## src/rtl/ex_muldiv.sv

```systemverilog
// Execute stage: single-cycle logic/shift/arith/move ops, HI/LO registers,
// single-cycle unsigned multiply and an iterative restoring unsigned divider.
module ex_muldiv #(
  parameter int unsigned DATA_W     = 32,
  parameter int unsigned REG_ADDR_W = 5,
  parameter int unsigned ALUOP_W    = 8,
  parameter int unsigned ALUSEL_W   = 3
) (
  input  logic                  clk,
  input  logic                  rst,
  input  logic [ALUOP_W-1:0]    aluop_i,
  input  logic [ALUSEL_W-1:0]   alusel_i,
  input  logic [DATA_W-1:0]     reg1_i,
  input  logic [DATA_W-1:0]     reg2_i,
  input  logic [REG_ADDR_W-1:0] wd_i,
  input  logic                  wreg_i,
  input  logic                  flush_i,
  output logic [REG_ADDR_W-1:0] wd_o,
  output logic                  wreg_o,
  output logic [DATA_W-1:0]     wdata_o,
  output logic                  stall_o
);

  localparam int unsigned SH_W   = $clog2(DATA_W);
  localparam int unsigned CNT_W  = $clog2(DATA_W);
  localparam int unsigned PROD_W = 2 * DATA_W;
  localparam int unsigned TRY_W  = DATA_W + 1;

  // Operation encodings shared with the decode stage
  localparam logic [ALUOP_W-1:0] EXE_NOP_OP   = ALUOP_W'(8'b0000_0000);
  localparam logic [ALUOP_W-1:0] EXE_AND_OP   = ALUOP_W'(8'b0010_0100);
  localparam logic [ALUOP_W-1:0] EXE_OR_OP    = ALUOP_W'(8'b0010_0101);
  localparam logic [ALUOP_W-1:0] EXE_XOR_OP   = ALUOP_W'(8'b0010_0110);
  localparam logic [ALUOP_W-1:0] EXE_NOR_OP   = ALUOP_W'(8'b0010_0111);
  localparam logic [ALUOP_W-1:0] EXE_SLL_OP   = ALUOP_W'(8'b0111_1100);
  localparam logic [ALUOP_W-1:0] EXE_SRL_OP   = ALUOP_W'(8'b0000_0010);
  localparam logic [ALUOP_W-1:0] EXE_SRA_OP   = ALUOP_W'(8'b0000_0011);
  localparam logic [ALUOP_W-1:0] EXE_ADDU_OP  = ALUOP_W'(8'b0010_0001);
  localparam logic [ALUOP_W-1:0] EXE_SUBU_OP  = ALUOP_W'(8'b0010_0011);
  localparam logic [ALUOP_W-1:0] EXE_SLT_OP   = ALUOP_W'(8'b0010_1010);
  localparam logic [ALUOP_W-1:0] EXE_MULTU_OP = ALUOP_W'(8'b0001_1001);
  localparam logic [ALUOP_W-1:0] EXE_DIVU_OP  = ALUOP_W'(8'b0001_1011);
  localparam logic [ALUOP_W-1:0] EXE_MFHI_OP  = ALUOP_W'(8'b0001_0000);
  localparam logic [ALUOP_W-1:0] EXE_MFLO_OP  = ALUOP_W'(8'b0001_0010);

  localparam logic [ALUSEL_W-1:0] EXE_RES_NOP   = ALUSEL_W'(3'b000);
  localparam logic [ALUSEL_W-1:0] EXE_RES_LOGIC = ALUSEL_W'(3'b001);
  localparam logic [ALUSEL_W-1:0] EXE_RES_SHIFT = ALUSEL_W'(3'b010);
  localparam logic [ALUSEL_W-1:0] EXE_RES_MOVE  = ALUSEL_W'(3'b011);
  localparam logic [ALUSEL_W-1:0] EXE_RES_ARITH = ALUSEL_W'(3'b100);

  typedef enum logic [1:0] {
    DIV_IDLE = 2'd0,
    DIV_BUSY = 2'd1,
    DIV_DONE = 2'd2
  } div_state_t;

  div_state_t          state, state_nxt;
  logic [DATA_W-1:0]   hi, lo;
  logic [DATA_W-1:0]   div_quot;   // dividend shifted out, quotient shifted in
  logic [DATA_W-1:0]   div_rem;
  logic [DATA_W-1:0]   div_dsr;
  logic [CNT_W-1:0]    div_cnt;
  logic                div_start, div_step, div_last, div_commit, stall_c;
  logic [TRY_W-1:0]    div_try;
  logic                div_ge;
  logic [PROD_W-1:0]   prod;
  logic                is_multu, is_divu;
  logic [SH_W-1:0]     shamt;
  logic [DATA_W-1:0]   res_logic, res_shift, res_arith, res_move, result;

  assign is_multu = (aluop_i == EXE_MULTU_OP);
  assign is_divu  = (aluop_i == EXE_DIVU_OP);
  assign shamt    = reg1_i[SH_W-1:0];
  assign prod     = PROD_W'(reg1_i) * PROD_W'(reg2_i);

  // One restoring step: bring in next dividend bit, subtract if it fits
  assign div_try = {div_rem, div_quot[DATA_W-1]};
  assign div_ge  = (div_try >= {1'b0, div_dsr});

  // Divider state register
  always_ff @(posedge clk or negedge rst) begin
    if (!rst) state <= DIV_IDLE;
    else      state <= state_nxt;
  end

  // Divider next state and stall request
  always_comb begin
    state_nxt  = state;
    stall_c    = 1'b0;
    div_start  = 1'b0;
    div_step   = 1'b0;
    div_commit = 1'b0;
    div_last   = (div_cnt == CNT_W'(DATA_W - 1));
    case (state)
      DIV_IDLE: begin
        if (is_divu && !flush_i) begin
          stall_c   = 1'b1;
          div_start = 1'b1;
          state_nxt = DIV_BUSY;
        end
      end
      DIV_BUSY: begin
        if (flush_i) begin
          state_nxt = DIV_IDLE;
        end else begin
          stall_c  = 1'b1;
          div_step = 1'b1;
          if (div_last) state_nxt = DIV_DONE;
        end
      end
      DIV_DONE: begin
        state_nxt = DIV_IDLE;
        if (!flush_i) div_commit = 1'b1;
      end
      default: state_nxt = DIV_IDLE;
    endcase
  end

  // Divider datapath
  always_ff @(posedge clk or negedge rst) begin
    if (!rst) begin
      div_quot <= '0;
      div_rem  <= '0;
      div_dsr  <= '0;
      div_cnt  <= '0;
    end else if (div_start) begin
      div_quot <= reg1_i;
      div_dsr  <= reg2_i;
      div_rem  <= '0;
      div_cnt  <= '0;
    end else if (div_step) begin
      div_rem  <= div_ge ? DATA_W'(div_try - {1'b0, div_dsr}) : div_try[DATA_W-1:0];
      div_quot <= {div_quot[DATA_W-2:0], div_ge};
      div_cnt  <= div_cnt + CNT_W'(1);
    end
  end

  // HI/LO registers: written by MULTU or a completed divide
  always_ff @(posedge clk or negedge rst) begin
    if (!rst) begin
      hi <= '0;
      lo <= '0;
    end else if (div_commit) begin
      hi <= div_rem;
      lo <= div_quot;
    end else if (state == DIV_IDLE && is_multu && !flush_i) begin
      hi <= prod[PROD_W-1:DATA_W];
      lo <= prod[DATA_W-1:0];
    end
  end

  // Single-cycle result per class
  always_comb begin
    res_logic = '0;
    res_shift = '0;
    res_arith = '0;
    res_move  = '0;
    case (aluop_i)
      EXE_OR_OP:   res_logic = reg1_i | reg2_i;
      EXE_AND_OP:  res_logic = reg1_i & reg2_i;
      EXE_XOR_OP:  res_logic = reg1_i ^ reg2_i;
      EXE_NOR_OP:  res_logic = ~(reg1_i | reg2_i);
      default:     res_logic = '0;
    endcase
    case (aluop_i)
      EXE_SLL_OP:  res_shift = reg2_i << shamt;
      EXE_SRL_OP:  res_shift = reg2_i >> shamt;
      EXE_SRA_OP:  res_shift = DATA_W'($signed(reg2_i) >>> shamt);
      default:     res_shift = '0;
    endcase
    case (aluop_i)
      EXE_ADDU_OP: res_arith = reg1_i + reg2_i;
      EXE_SUBU_OP: res_arith = reg1_i - reg2_i;
      EXE_SLT_OP:  res_arith = {{(DATA_W-1){1'b0}}, ($signed(reg1_i) < $signed(reg2_i))};
      default:     res_arith = '0;
    endcase
    case (aluop_i)
      EXE_MFHI_OP: res_move = hi;
      EXE_MFLO_OP: res_move = lo;
      default:     res_move = '0;
    endcase
  end

  // Result class select
  always_comb begin
    result = '0;
    case (alusel_i)
      EXE_RES_LOGIC: result = res_logic;
      EXE_RES_SHIFT: result = res_shift;
      EXE_RES_ARITH: result = res_arith;
      EXE_RES_MOVE:  result = res_move;
      EXE_RES_NOP:   result = '0;
      default:       result = '0;
    endcase
  end

  // Outputs follow decode directly; all forced to zero while in reset
  always_comb begin
    wd_o    = rst ? wd_i : '0;
    wreg_o  = rst && wreg_i && !flush_i && !is_multu && !is_divu;
    wdata_o = rst ? result : '0;
    stall_o = rst && stall_c;
  end

  logic unused_nop;
  assign unused_nop = (aluop_i == EXE_NOP_OP);

endmodule

```

## config.mk

```make
export PLATFORM = sky130hd
export DESIGN_NAME = ex_muldiv
export DESIGN_NICKNAME = d
export VERILOG_FILES = /design/src/rtl/ex_muldiv.sv
export SDC_FILE = /design/constraint.sdc
export NUM_CORES = 2
export LEC_CHECK = 0
export ABC_AREA = 1
export CAP_MARGIN = 20
export CORE_ASPECT_RATIO = 0.75
export CORE_MARGIN = 2
export CORE_UTILIZATION = 40
export DETAILED_ROUTE_END_ITERATION = 8
export HOLD_SLACK_MARGIN = 0.1
export RECOVER_POWER = 50
export REMOVE_ABC_BUFFERS = 1
export SLEW_MARGIN = 30
export SYNTH_ARGS = -nofsm -noshare
export SYNTH_HDL_FRONTEND = slang
export SYNTH_SLANG_ARGS = --single-unit
export TNS_END_PERCENT = 1
```

## constraint.sdc

```tcl
create_clock -name clk -period 3.85 [get_ports clk]
set_input_delay 0.77 -clock clk [delete_from_list [all_inputs] [get_ports clk]]
set_output_delay 0.77 -clock clk [all_outputs]
set_load 0.005 [all_outputs]
```

==> run metrics <==
number of synthesized flops with an enable pin=0; Fin. Hold Viols=0; status=finished, violations left; Filler cells=13,400; clock transition at the registers of the reported paths=0.08 ns; Iter 0 DRT Violations=7,242; async set or reset register ratio after synthesis=100%; Wirelength per Cell=24.0 um; Layout area overhead=29.5%; CP Max Fanout=9; Sum Neg Setup Slack=-182.06 ns; Mean Syn Cell Area=6.81 um2; GR met2 Demand/Resource=50.6%; die area=0.141 mm2; CP Capture Type=register; Detailed Place HPWL=227 mm; Synth cell types=58; vias per inst=5.30; post-route minimum period=6.81 ns; vias in the first global route=56,900; Simple-Gate Fraction of Synth Area=23.4%; Worst EP arrival=7.17 ns; worst skew pair latency=0.47 ns; ratio of cells with drive above 1 in the final layout=20.6%; busiest grt layer=met1; Compound-Gate Fraction of Synth Area=9.53%; multiplexer share of the synthesized area=0.0182%; via count=58,300; number of port buffers=122; Reg2Reg Setup Slack=0.83 ns; drt drc=0; number of I/O pins=123; CTS H-Tree Depth=4; final worst slack=-2.96 ns; Starting Density=40.5%; met3 Use GR=11.5%; fraction of the mapped netlist area in adder cells=41.6%; Worst Setup Path Type=primary input to register; Die H=326 um; grt ovf=0; relative slew slack=-12.9%; setup violators final=91; Max Root-Sink Buffers=2; placer congestion estimate=1.11; Placement Rows=117; top_reg_cell synth=dfrtp_1; core area=0.136 mm2; Ys Warns=0; Routed Antenna Nets=0; Layout Skew=0.0155 ns; crit path from=reg1_i[16]; sequential fraction of the synthesis area=7.58%; failing checks=capacitance limit, slew limit, setup timing; fin cells=11,000; Pre-Repair DR Iteration Count=9; Min Hold Slack=0.488 ns; worst-margin pin slew=1.69 ns; Pins Over Slew Limit=65; die width=433 um; worst setup path end=hi[20]$_DFFE_PN0P_; TritonCTS clock tree=yes; Peak Freq=0.147 GHz; met1 usage=55.7%; worst r2r src=div_rem[6]$_DFFE_PN0N_; area share of xor/xnor cells in the synthesized design=0.699%; unrepaired setup endpoints after global routing=true; # clock sinks=167; first-pass GRT wire length=382 mm; pin count of the biggest net entering global routing=155; initial antenna violation count=19; Final Cycle Share=177%; layout net count=10,500; Tot GR Track Use=37.0%; synthesized instance count=8,098; total CTS buffers=17; #FFs+latches synth=167; Critical Path RT=4.21 ns; CP startpoint kind=primary input; Routed WL=264 mm; Mapped Area=0.0551 mm2; Max-Cap Viols=1; Min-Delay Path Class=register to register; worst reg2reg path endpoint=div_rem[29]$_DFFE_PN0N_; post-placement cell count=10,900; largest family of logic cells by synthesized area=adder cells; Worst R2R Path Depth=12; CTS root buffer=clkbuf_16
==> what timing repair did <==
item,in CTS,in global routing
pin swaps,59,186
gates cloned,2,2
gates resized for setup,434,376
setup buffers,9,26
hold buffers,0,0
endpoints found under the setup margin,92,92
==> cell usage after synthesis, types with 43 or more instances <==
cell	number	area share, %
o21ai_0	310	2.8
o22ai_1	94	1.1
a21oi_1	325	2.9
nor3_1	43	0.39
buf_2	60	0.54
clkbuf_1	297	2.0
dfrtp_1	167	7.6
inv_1	2061	14
fa_1	898	33
nand3_1	418	3.8
ha_1	395	9.0
nor2_1	373	2.5
nand2_1	2233	15
==> sequential cells by signal, summed over array words and instances, names as in the netlist <==
register,count
div_dsr,32
div_quot,32
div_rem,32
hi,32
lo,32
div_cnt,5
state,2
==> placed cells by master, fill, tap and decap left out, types with 33 or more instances in the layout <==
| cell type | n |
|---|---|
| clkdlybuf4s50_1 | 54 |
| nand3_1 | 396 |
| nor2_2 | 52 |
| nand2_1 | 2169 |
| inv_1 | 2019 |
| a21oi_1 | 258 |
| buf_12 | 115 |
| ha_4 | 59 |
| ha_1 | 322 |
| nor3_1 | 34 |
| nand2_2 | 57 |
| o21ai_1 | 51 |
| a21oi_2 | 55 |
| fa_2 | 36 |
| o22ai_1 | 94 |
| inv_2 | 63 |
| o21ai_0 | 240 |
| buf_4 | 1126 |
| nor2_4 | 36 |
| buf_6 | 57 |
| o21ai_2 | 33 |
| dfrtp_1 | 167 |
| o21bai_1 | 34 |
| nand4_1 | 38 |
| nor2_1 | 294 |
| fa_1 | 862 |
==> worst min path at each step <==
stage                       startpoint  slack, ns  depth (start not counted)                       to
3_5_place_dp   div_dsr[27]$_DFFE_PN0P_       0.47                          2  div_dsr[27]$_DFFE_PN0P_
2_1_floorplan  div_dsr[10]$_DFFE_PN0P_       0.45                          2  div_dsr[10]$_DFFE_PN0P_
5_1_grt        div_dsr[27]$_DFFE_PN0P_       0.51                          2  div_dsr[27]$_DFFE_PN0P_
4_1_cts                            rst       0.13                          1     state[0]$_DFFE_PN0P_
6_report       div_dsr[27]$_DFFE_PN0P_       0.49                          2  div_dsr[27]$_DFFE_PN0P_
3_3_place_gp    div_dsr[9]$_DFFE_PN0P_       0.47                          2   div_dsr[9]$_DFFE_PN0P_
==> routing by layer <==
layer / share of wire (%) / vias to the layer above
met2: 39 / 3257
met1: 44 / 28500
li1: - / 26200
met3: 14 / 341
met5: 0.038 / -
met4: 3.3 / 16
==> area by class of cell <==
cell class | count | area [um2] | share of cell area [%]
Multi-Input combinational cell | 5440 | 43700 | 61.2
Clock buffer | 18 | 439 | 0.615
Tap cell | 1844 | 2310 | 3.23
Sequential cell | 167 | 4180 | 5.85
Clock inverter | 14 | 140 | 0.196
Timing Repair Buffer | 1423 | 12800 | 17.9
Inverter | 2090 | 7860 | 11.0
Antenna cell | 5 | 12.5 | 0.0175
==> metrics by stage <==
stage | worst slack [ns] | util (%) | cell area, um2
2_1_floorplan | -2.87 | - | 53500
3_3_place_gp | -4.00 | 49.5 | 67400
3_5_place_dp | -4.13 | 49.5 | 67400
4_1_cts | -3.00 | 51.2 | 69700
5_1_grt | -3.16 | 52.4 | 71400
6_report | -2.96 | 52.4 | 71400
==> kinds of logic after synthesis <==
| kind of cell | after synthesis |
|---|---|
| adder cells (fa/ha/maj) | 1293 |
| flip-flops | 167 |
| AO/OA/AOI/OAI | 927 |
| AND/OR/NAND/NOR | 3175 |
| buffers and inverters | 2491 |
| XOR/XNOR | 44 |
| multiplexers | 1 |
==> worst max-delay path, cell delays in order <==
cell and delay, ns:
buf_6 0.08, buf_12 0.15, clkbuf_8 0.20, buf_6 0.17, nand2_1 0.09, fa_1 0.56
inv_1 0.06, fa_1 0.49, fa_1 0.57, fa_1 0.44, fa_1 0.58, fa_1 0.45
fa_1 0.53, ha_4 0.31, ha_4 0.20, inv_1 0.12, o21ai_2 0.10, buf_4 0.15
a21oi_2 0.13, buf_4 0.14, o21ai_0 0.07, buf_4 0.15, buf_4 0.12, a21o_1 0.17
nor2_2 0.13, nand3_1 0.09, nand2_1 0.07, o21bai_1 0.08
Power is left out: the tool's default activity adds up to more than one toggle a clock period on the data nets, which glitch-free logic cannot reach.
